[config.mk]
export PLATFORM = sky130hd
export DESIGN_NAME = dbg_req_arbiter
export DESIGN_NICKNAME = d
export VERILOG_FILES = /design/src/rtl/dbg_req_arbiter.sv
export SDC_FILE = /design/constraint.sdc
export NUM_CORES = 1
export LEC_CHECK = 0
export BUFFER_PORTS_ARGS = -buffer_cell sky130_fd_sc_hd__clkbuf_2
export CAP_MARGIN = 20
export CELL_PAD_IN_SITES_DETAIL_PLACEMENT = 1
export CELL_PAD_IN_SITES_GLOBAL_PLACEMENT = 2
export CORE_AREA = 2 2 96 190
export DETAILED_ROUTE_END_ITERATION = 16
export DIE_AREA = 0 0 98 192
export PLACE_DENSITY = 0.85
export SLEW_MARGIN = 0
export SYNTH_ARGS = -nofsm -noshare
export SYNTH_HDL_FRONTEND = slang
export SYNTH_SLANG_ARGS = --single-unit
[constraint.sdc]
create_clock -name uncoreclk -period 1.6 [get_ports uncoreclk]
set_input_delay 0.32 -clock uncoreclk [delete_from_list [all_inputs] [get_ports uncoreclk]]
set_output_delay 0.32 -clock uncoreclk [all_outputs]
set_load 0.02 [all_outputs]
[src/rtl/dbg_req_arbiter.sv]
// Round-robin arbiter/router sharing the core debug port among N_CH masters.
// One transaction in flight; a timed-out transaction returns resp=3 and its late core beat is drained.
module dbg_req_arbiter #(
  parameter int unsigned N_CH    = 2,
  parameter int unsigned ADDR_W  = 5,
  parameter int unsigned DATA_W  = 34,
  parameter int unsigned TIMEOUT = 1023
) (
  input  logic                     uncoreclk,
  input  logic                     uncorerst_n,
  input  logic [N_CH-1:0]          s_req_valid,
  output logic [N_CH-1:0]          s_req_ready,
  input  logic [N_CH*ADDR_W-1:0]   s_req_addr,
  input  logic [N_CH*2-1:0]        s_req_op,
  input  logic [N_CH*DATA_W-1:0]   s_req_data,
  output logic [N_CH-1:0]          s_resp_valid,
  input  logic [N_CH-1:0]          s_resp_ready,
  output logic [1:0]               s_resp_resp,
  output logic [DATA_W-1:0]        s_resp_data,
  output logic                     m_req_valid,
  input  logic                     m_req_ready,
  output logic [ADDR_W-1:0]        m_req_addr,
  output logic [1:0]               m_req_op,
  output logic [DATA_W-1:0]        m_req_data,
  input  logic                     m_resp_valid,
  output logic                     m_resp_ready,
  input  logic [1:0]               m_resp_resp,
  input  logic [DATA_W-1:0]        m_resp_data,
  output logic                     busy
);

  localparam int unsigned IW = (N_CH > 1) ? $clog2(N_CH) : 1;
  localparam int unsigned CW = (TIMEOUT > 1) ? $clog2(TIMEOUT) : 1;

  typedef enum logic [2:0] {IDLE, REQ, RESP, RET, DRAIN} state_e;

  state_e              state_q, state_d;
  logic [IW-1:0]       rr_q, rr_d;
  logic [IW-1:0]       gnt_q, gnt_d;
  logic [CW-1:0]       cnt_q, cnt_d;
  logic [ADDR_W-1:0]   addr_q, addr_d;
  logic [1:0]          op_q, op_d;
  logic [DATA_W-1:0]   wdata_q, wdata_d;
  logic [1:0]          resp_q, resp_d;
  logic [DATA_W-1:0]   rdata_q, rdata_d;
  logic                drop_q, drop_d;

  logic                gnt_found;
  logic [IW-1:0]       gnt_idx;
  int unsigned         cand;

  // First requesting channel at or after the round-robin pointer.
  always_comb begin
    gnt_found = 1'b0;
    gnt_idx   = '0;
    cand      = 0;
    for (int unsigned k = 0; k < N_CH; k++) begin
      cand = (32'(rr_q) + k) % N_CH;
      if (!gnt_found && s_req_valid[cand]) begin
        gnt_found = 1'b1;
        gnt_idx   = IW'(cand);
      end
    end
  end

  always_comb begin
    state_d = state_q;
    rr_d    = rr_q;
    gnt_d   = gnt_q;
    cnt_d   = cnt_q;
    addr_d  = addr_q;
    op_d    = op_q;
    wdata_d = wdata_q;
    resp_d  = resp_q;
    rdata_d = rdata_q;
    drop_d  = drop_q;
    case (state_q)
      IDLE: begin
        if (gnt_found) begin
          gnt_d   = gnt_idx;
          rr_d    = (gnt_idx == IW'(N_CH - 1)) ? '0 : gnt_idx + 1'b1;
          addr_d  = s_req_addr[gnt_idx*ADDR_W +: ADDR_W];
          op_d    = s_req_op[gnt_idx*2 +: 2];
          wdata_d = s_req_data[gnt_idx*DATA_W +: DATA_W];
          state_d = REQ;
        end
      end
      REQ: begin
        if (m_req_ready) begin
          cnt_d   = '0;
          state_d = RESP;
        end
      end
      RESP: begin
        cnt_d = cnt_q + 1'b1;
        // A real response in the expiry cycle takes precedence over the timeout.
        if (m_resp_valid) begin
          resp_d  = m_resp_resp;
          rdata_d = m_resp_data;
          state_d = RET;
        end else if ((TIMEOUT != 0) && (cnt_q == CW'(TIMEOUT - 1))) begin
          resp_d  = 2'b11;
          rdata_d = '0;
          drop_d  = 1'b1;
          state_d = RET;
        end
      end
      RET: begin
        if (s_resp_ready[gnt_q]) state_d = drop_q ? DRAIN : IDLE;
      end
      DRAIN: begin
        if (m_resp_valid) begin
          drop_d  = 1'b0;
          state_d = IDLE;
        end
      end
      default: state_d = IDLE;
    endcase
  end

  always_ff @(posedge uncoreclk or negedge uncorerst_n) begin
    if (!uncorerst_n) begin
      state_q <= IDLE;
      rr_q    <= '0;
      gnt_q   <= '0;
      cnt_q   <= '0;
      addr_q  <= '0;
      op_q    <= '0;
      wdata_q <= '0;
      resp_q  <= '0;
      rdata_q <= '0;
      drop_q  <= 1'b0;
    end else begin
      state_q <= state_d;
      rr_q    <= rr_d;
      gnt_q   <= gnt_d;
      cnt_q   <= cnt_d;
      addr_q  <= addr_d;
      op_q    <= op_d;
      wdata_q <= wdata_d;
      resp_q  <= resp_d;
      rdata_q <= rdata_d;
      drop_q  <= drop_d;
    end
  end

  always_comb begin
    s_req_ready  = '0;
    s_resp_valid = '0;
    if (state_q == IDLE && gnt_found) s_req_ready[gnt_idx] = 1'b1;
    if (state_q == RET) s_resp_valid[gnt_q] = 1'b1;
  end

  assign m_req_valid  = (state_q == REQ);
  assign m_req_addr   = addr_q;
  assign m_req_op     = op_q;
  assign m_req_data   = wdata_q;
  assign m_resp_ready = (state_q == RESP) || (state_q == DRAIN);
  assign s_resp_resp  = resp_q;
  assign s_resp_data  = rdata_q;
  assign busy         = (state_q != IDLE);

endmodule

# After elaboration in Yosys (flattened, before gate mapping)
# Index checks and enable logic that the tools add are counted.
dict set report totals {
  memories 0
  latch_bits 0
  mem_bits_rw 0
  rom_bits 0
  reg_bits 93
  input_bits 126
  word_cells 87
  out_inout_bits 84
}
dict set report classes {
  n_mul 2
  n_reduce_logical 16
  add_sub_neg 3
  shift 3
  n_bitwise 0
  mux 35
  n_div 0
  eq_ne 12
  magnitude_cmp 6
}
# cell n
set ops {}
lappend ops {{34-bit two-way mux} 2}
lappend ops {{68-bit by 8-bit variable part select with 34-bit output} 1}
lappend ops {{3-bit two-way mux} 7}
lappend ops {{10-bit case mux with 2 select lines} 1}
lappend ops {{1-bit two-way mux} 16}
lappend ops {{3-bit case mux with 5 select lines} 1}
lappend ops {{10-bit by 1-bit adder with 10-bit output (second input constant)} 1}
lappend ops {{10-bit equality test (second input constant)} 1}
lappend ops {{10-bit two-way mux} 1}
lappend ops {{2-bit inequality test (second input constant)} 5}
lappend ops {{10-bit by 5-bit variable part select with 5-bit output} 1}
lappend ops {{1-bit by 2-bit < comparator with 1-bit output (second input constant)} 4}
lappend ops {{2-bit two-way mux} 4}
lappend ops {{3-bit by 2-bit equality test with 1-bit output (second input constant)} 2}
lappend ops {{1-bit by 5-bit multiplier with 6-bit output (second input constant)} 1}
lappend ops {{2-bit AND reduction} 3}
lappend ops {{2-bit nonzero test} 3}
lappend ops {{5-bit AND reduction} 1}
lappend ops {{1-bit logical AND} 4}
lappend ops {{1-bit by 3-bit multiplier with 4-bit output (second input constant)} 1}
lappend ops {{4-bit AND reduction} 1}
lappend ops {{4-bit by 3-bit variable part select with 2-bit output} 1}
lappend ops {{3-bit by 1-bit equality test with 1-bit output (second input constant)} 1}
lappend ops {{3-bit equality test (second input constant)} 1}
lappend ops {{10 further kinds} 13}

# Logic depth before layout (Yosys ltp)
dict set report depth {
  ltp_word 11
  mapped_depth 7
  ltp_nobuf 6
}

# Worst setup path before layout
# Ideal clock, no wire load.
dict set report synth_timing {
  path_kind {reg-to-reg}
  startpoint {register state_q[2]}
  endpoint {register cnt_q[9]}
  path_stages_with_launch 6
  t_arrival_ns 1.550
  n_path_buf 2
  setup_ns 0.069
  period_less_slack_ns 1.619
  slack_ns -0.019
  t_required_ns 1.531
  cell_sequence {dfrtp_1 buf_6 or3b_1 buf_2 or4_1 nand3_1}
}
dict set report synth_via {
  elab_chain_len 3
  elab_cells_between_ends 6
  classes_between {3 x eq/ne; 1 x mux; 2 x reduce/logical}
}
# item line_no
set synth_lines {}
lappend synth_lines {{start: declaration} 37} ;# state_e state_q, state_d;
lappend synth_lines {{start signal: assignment} 134} ;# state_q <= state_d;
lappend synth_lines {{3-bit by 1-bit equality test with 1-bit output or 3-bit by 2-bit equality test with 1-bit output (tied branches)} 77} ;# case (state_q)
lappend synth_lines {{2-bit by 1-bit inequality test with 1-bit output (no source line) or 2-bit nonzero test (tied branches)} n/a}
lappend synth_lines {{2-bit AND reduction (no source line)} n/a}
lappend synth_lines {{end signal: assignment} 137} ;# cnt_q <= cnt_d;
lappend synth_lines {{end: declaration} 40} ;# logic [CW-1:0] cnt_q, cnt_d;
# Several ways; a longest one is shown, not always the timed one.
# A chain may end at the register's enable or synchronous reset.

# Worst setup path after layout
dict set report layout_timing {
  startpoint {register state_q[2]}
  endpoint {output busy}
}
dict set report layout_via {
  elab_chain_len 1
}
# item line_no
set layout_lines {}
lappend layout_lines {{3-bit nonzero test} 161} ;# assign busy = (state_q != IDLE);
lappend layout_lines {{end: declaration} 29} ;# output logic busy
# No other way between the ends.

==> results.md <==
- Post-DP HPWL: 10400 um
- Unique masters post-synth: 38
- H-tree depth: 3
- Multi-input gate area: 1550 um^2
- R2R setup slack: -0.15 ns
- Synthesis-stage register bit count: 93
- Clk slew on worst S/H paths: 0.07 ns
- Register area share after synthesis: 0.598
- Syn Inst Count: 338
- Die area: 18800 um^2
- Largest net degree at the start of global routing: 94
- Final hold violations: 0
- Antenna Cells: 0
- Worst Path Required: 1.28 ns
- GRT overflow: 0
- Die height: 192 um
- Violations in the final reports: setup timing
- CP cell instances: nor3_4 -> buf_4 -> buf_6 -> inv_4 -> buf_8
- Synth top area share: 0.598
- Area delta synth->final: 63.4%
- All-Layer GR Usage: 0.163
- Final worst setup slack: -0.161 ns
- Filler-free cell count of the finished design: 805
- RR Endpoint: cnt_q[9]
- Inst Count DP: 753
- Status: complete, but fails checks
- Clk pwr share: 0.156
- PwrDens: 2150 nW/um^2
- Post-layout net count: 718
- Switching power share of the total: 0.421
- Reg2reg path depth: 5
- Root Buffer: clkbuf_16
- Synth top area cells: dfrtp_1, a222oi_1, a22o_1
- Hold Path Class: in2async
- Worst R2R Start: state_q[2]
- Bufs on Longest Clock Path: 2
- Logic gate share of total power: 0.547
- P_sw: 5.75 mW
- Initial antenna violation count: 0
- Iter 0 DRT Violations: 213
- Synthesized net count: 466
- First-pass GRT wire length: 23600 um
- Chip width: 98 um
- Drt drc: 0
- Yosys top cell by area: dfrtp_1
- Core ar.: 17300 um^2
- Part of the power in registers: 0.297
- Tot Pwr: 13.7 mW
- Pre-antenna DRT Iters: 5
- Row count: 68
- Finished Cell Area: 6360 um^2
- I/O pins: 210
- Fillers: 1954
- Placed Instance Area: 5330 um^2
- Number of global-route vias before repair: 4376
- Max frequency: 568 MHz
- Max_slew headroom: 0.621
- Max-cap viol count: 0
- Final WL: 16000 um
- Critical Path Source Type: flip-flop
- CTS Buf Count: 9
- Wirelength per Cell: 19.9 um
- Layout Skew: 0.00732 ns
- Worst setup EP type: primary output
- Crit Path Category: reg2out
- Routability cong.: 0.805
- Arrival time at the worst endpoint: 1.44 ns
- Slew of the pin with the lowest slew margin: 0.568 ns
- Yosys warns: 0
- CP max stage cell: dfrtp_1
- Tmin final: 1.76 ns
- Sink Count: 93
- Max incr delay on CP: 0.42 ns
- Crit share post-route: 1.10
- Vias post-DR: 3967
- Share of cells above drive strength 1: 0.534
- # setup viols final: 85
- Internal: 7.91 mW
- Clk Latency, worst-skew pair: 0.34 ns
- Syn avg cell area: 11.5 um^2
- Initial Util: 0.225
- Antenna Nets Post-Route: 0
- Lkg Pwr: 3.38 nW
- RSZ-0062 raised after global routing: yes
- Port bufs: 209
- Pins Over Slew Limit: 0
- FF+latch area: 2330 um^2
- Worst Path Max Fanout: 4
- Hold_buf cts: 0
- Finished Core Util: 0.368
- Post-Synthesis Cell Area: 3890 um^2
- Dpl ws: -0.201 ns
- CTS tree: yes
- VDD IR-drop max: 0.000697 V
- Via density: 4.93
[cell type report]
cell class / count / area share
multi-input combinational: 176 / 0.243
clock buffer: 9 / 0.0354
sequential: 93 / 0.366
inverter: 48 / 0.0287
timing repair buffer: 262 / 0.274
clock inverter: 7 / 0.0116
tap: 210 / 0.0413
[routing by layer]
layer  routed length (um)  global-route usage
met5                    0                   0
met4                  588              0.0897
met1                 5090               0.155
met2                 9710               0.322
met3                  658              0.0273
[stage by stage]
step | hold WS (ns) | TNS (ns)
6_report | 0.0187 | -5.35
5_1_grt | 0.0548 | -13.56
4_1_cts | 0.0390 | -5.74
3_5_place_dp | 0.416 | -7.94
3_3_place_gp | 0.404 | -2.84
2_1_floorplan | 0.0244 | 0
[registers in the layout, summed over array words and instances (netlist names)]
signal       count
m_req_data      34
s_resp_data     34
cnt_q           10
m_req_addr       5
state_q          3
m_req_op         2
s_resp_resp      2
drop_q           1
gnt_q            1
rr_q             1
[critical path: cells and delay by family (launching register included)]
family | cells | cell delay [ns]
and+or+nand+nor | 1 | 0.29
DFF | 1 | 0.42
buffers and inverters | 4 | 0.40
[synthesized netlist by cell type]
| master | instances |
|---|---|
| or3b_1 | 1 |
| ha_1 | 2 |
| buf_2 | 13 |
| nand2b_1 | 2 |
| o31a_1 | 1 |
| nor2b_1 | 3 |
| o21ai_2 | 1 |
| a31oi_1 | 3 |
| a41oi_1 | 1 |
| mux2_2 | 2 |
| nand3_1 | 6 |
| nor3b_2 | 1 |
| clkbuf_1 | 14 |
| o211ai_1 | 1 |
| nand4_1 | 2 |
| nand2_1 | 16 |
| nor3_2 | 1 |
| dfrtp_1 | 93 |
| and2_1 | 2 |
| nor2_1 | 12 |
| and3_1 | 4 |
| a21oi_1 | 5 |
| o21ai_0 | 11 |
| a22o_1 | 34 |
| a222oi_1 | 41 |
| a21o_1 | 3 |
| xnor2_1 | 1 |
| o32ai_1 | 1 |
| o221ai_1 | 1 |
| nand3b_1 | 1 |
| xor2_1 | 1 |
| o21ai_1 | 1 |
| o31ai_1 | 1 |
| buf_6 | 1 |
| nor3_1 | 4 |
| or4_1 | 2 |
| and4_1 | 1 |
| inv_1 | 48 |
[timing repair]
action	in CTS	in global routing
cloned	11	3
pin swaps	9	20
resized for setup	46	52
endpoints found under the setup margin	86	91
endpoints found under the hold margin	0	0
setup buffers	18	7
[power by group through the flow]
stage / Combinational, mW / Sequential (mW) / Clock, mW
after floorplan: 2.47 / 5.09 / 0
after global placement: 5.65 / 4.01 / 0
after detailed placement: 5.87 / 4.07 / 0
after CTS: 7.06 / 4.04 / 2.23
after global routing: 8.02 / 4.17 / 2.33
final: 7.47 / 4.06 / 2.14
[cells in the final DEF, fill, tap and decap left out, types with 6 or more instances in the layout]
master	count
buf_4	28
clkbuf_16	9
clkbuf_2	200
nand3_1	6
o21ai_4	9
dfrtp_1	92
a222oi_1	41
inv_1	47
a22o_1	34
buf_6	16
nand2_1	15
nor2_1	10
buf_12	8
[cells by family (layout without fill, tap and decap cells)]
logic type / Yosys count / in the layout / synth area share
buffers and inverters: 76 / 326 / 0.0794
flip-flops: 93 / 93 / 0.598
multiplexers: 2 / 2 / 0.00578
AO/OA/AOI/OAI: 105 / 112 / 0.229
adder cells (fa/ha/maj): 2 / 2 / 0.00643
XOR/XNOR: 2 / 2 / 0.00450
AND/OR/NAND/NOR: 58 / 58 / 0.0768
[worst max path at each step]
stage | startpoint | endpoint | slack, ns | cells past startpoint
4_1_cts | state_q[0] | m_req_valid | -0.21 | 5
5_1_grt | state_q[0] | m_req_data[28] | -0.26 | 6
3_5_place_dp | s_req_valid[1] | m_req_data[28] | -0.20 | 4
2_1_floorplan | state_q[2] | cnt_q[9] | 0.01 | 5
3_3_place_gp | state_q[0] | state_q[0] | -0.09 | 5
6_report | state_q[2] | busy | -0.16 | 5
Note: power is estimated with default switching activity, not from simulation.
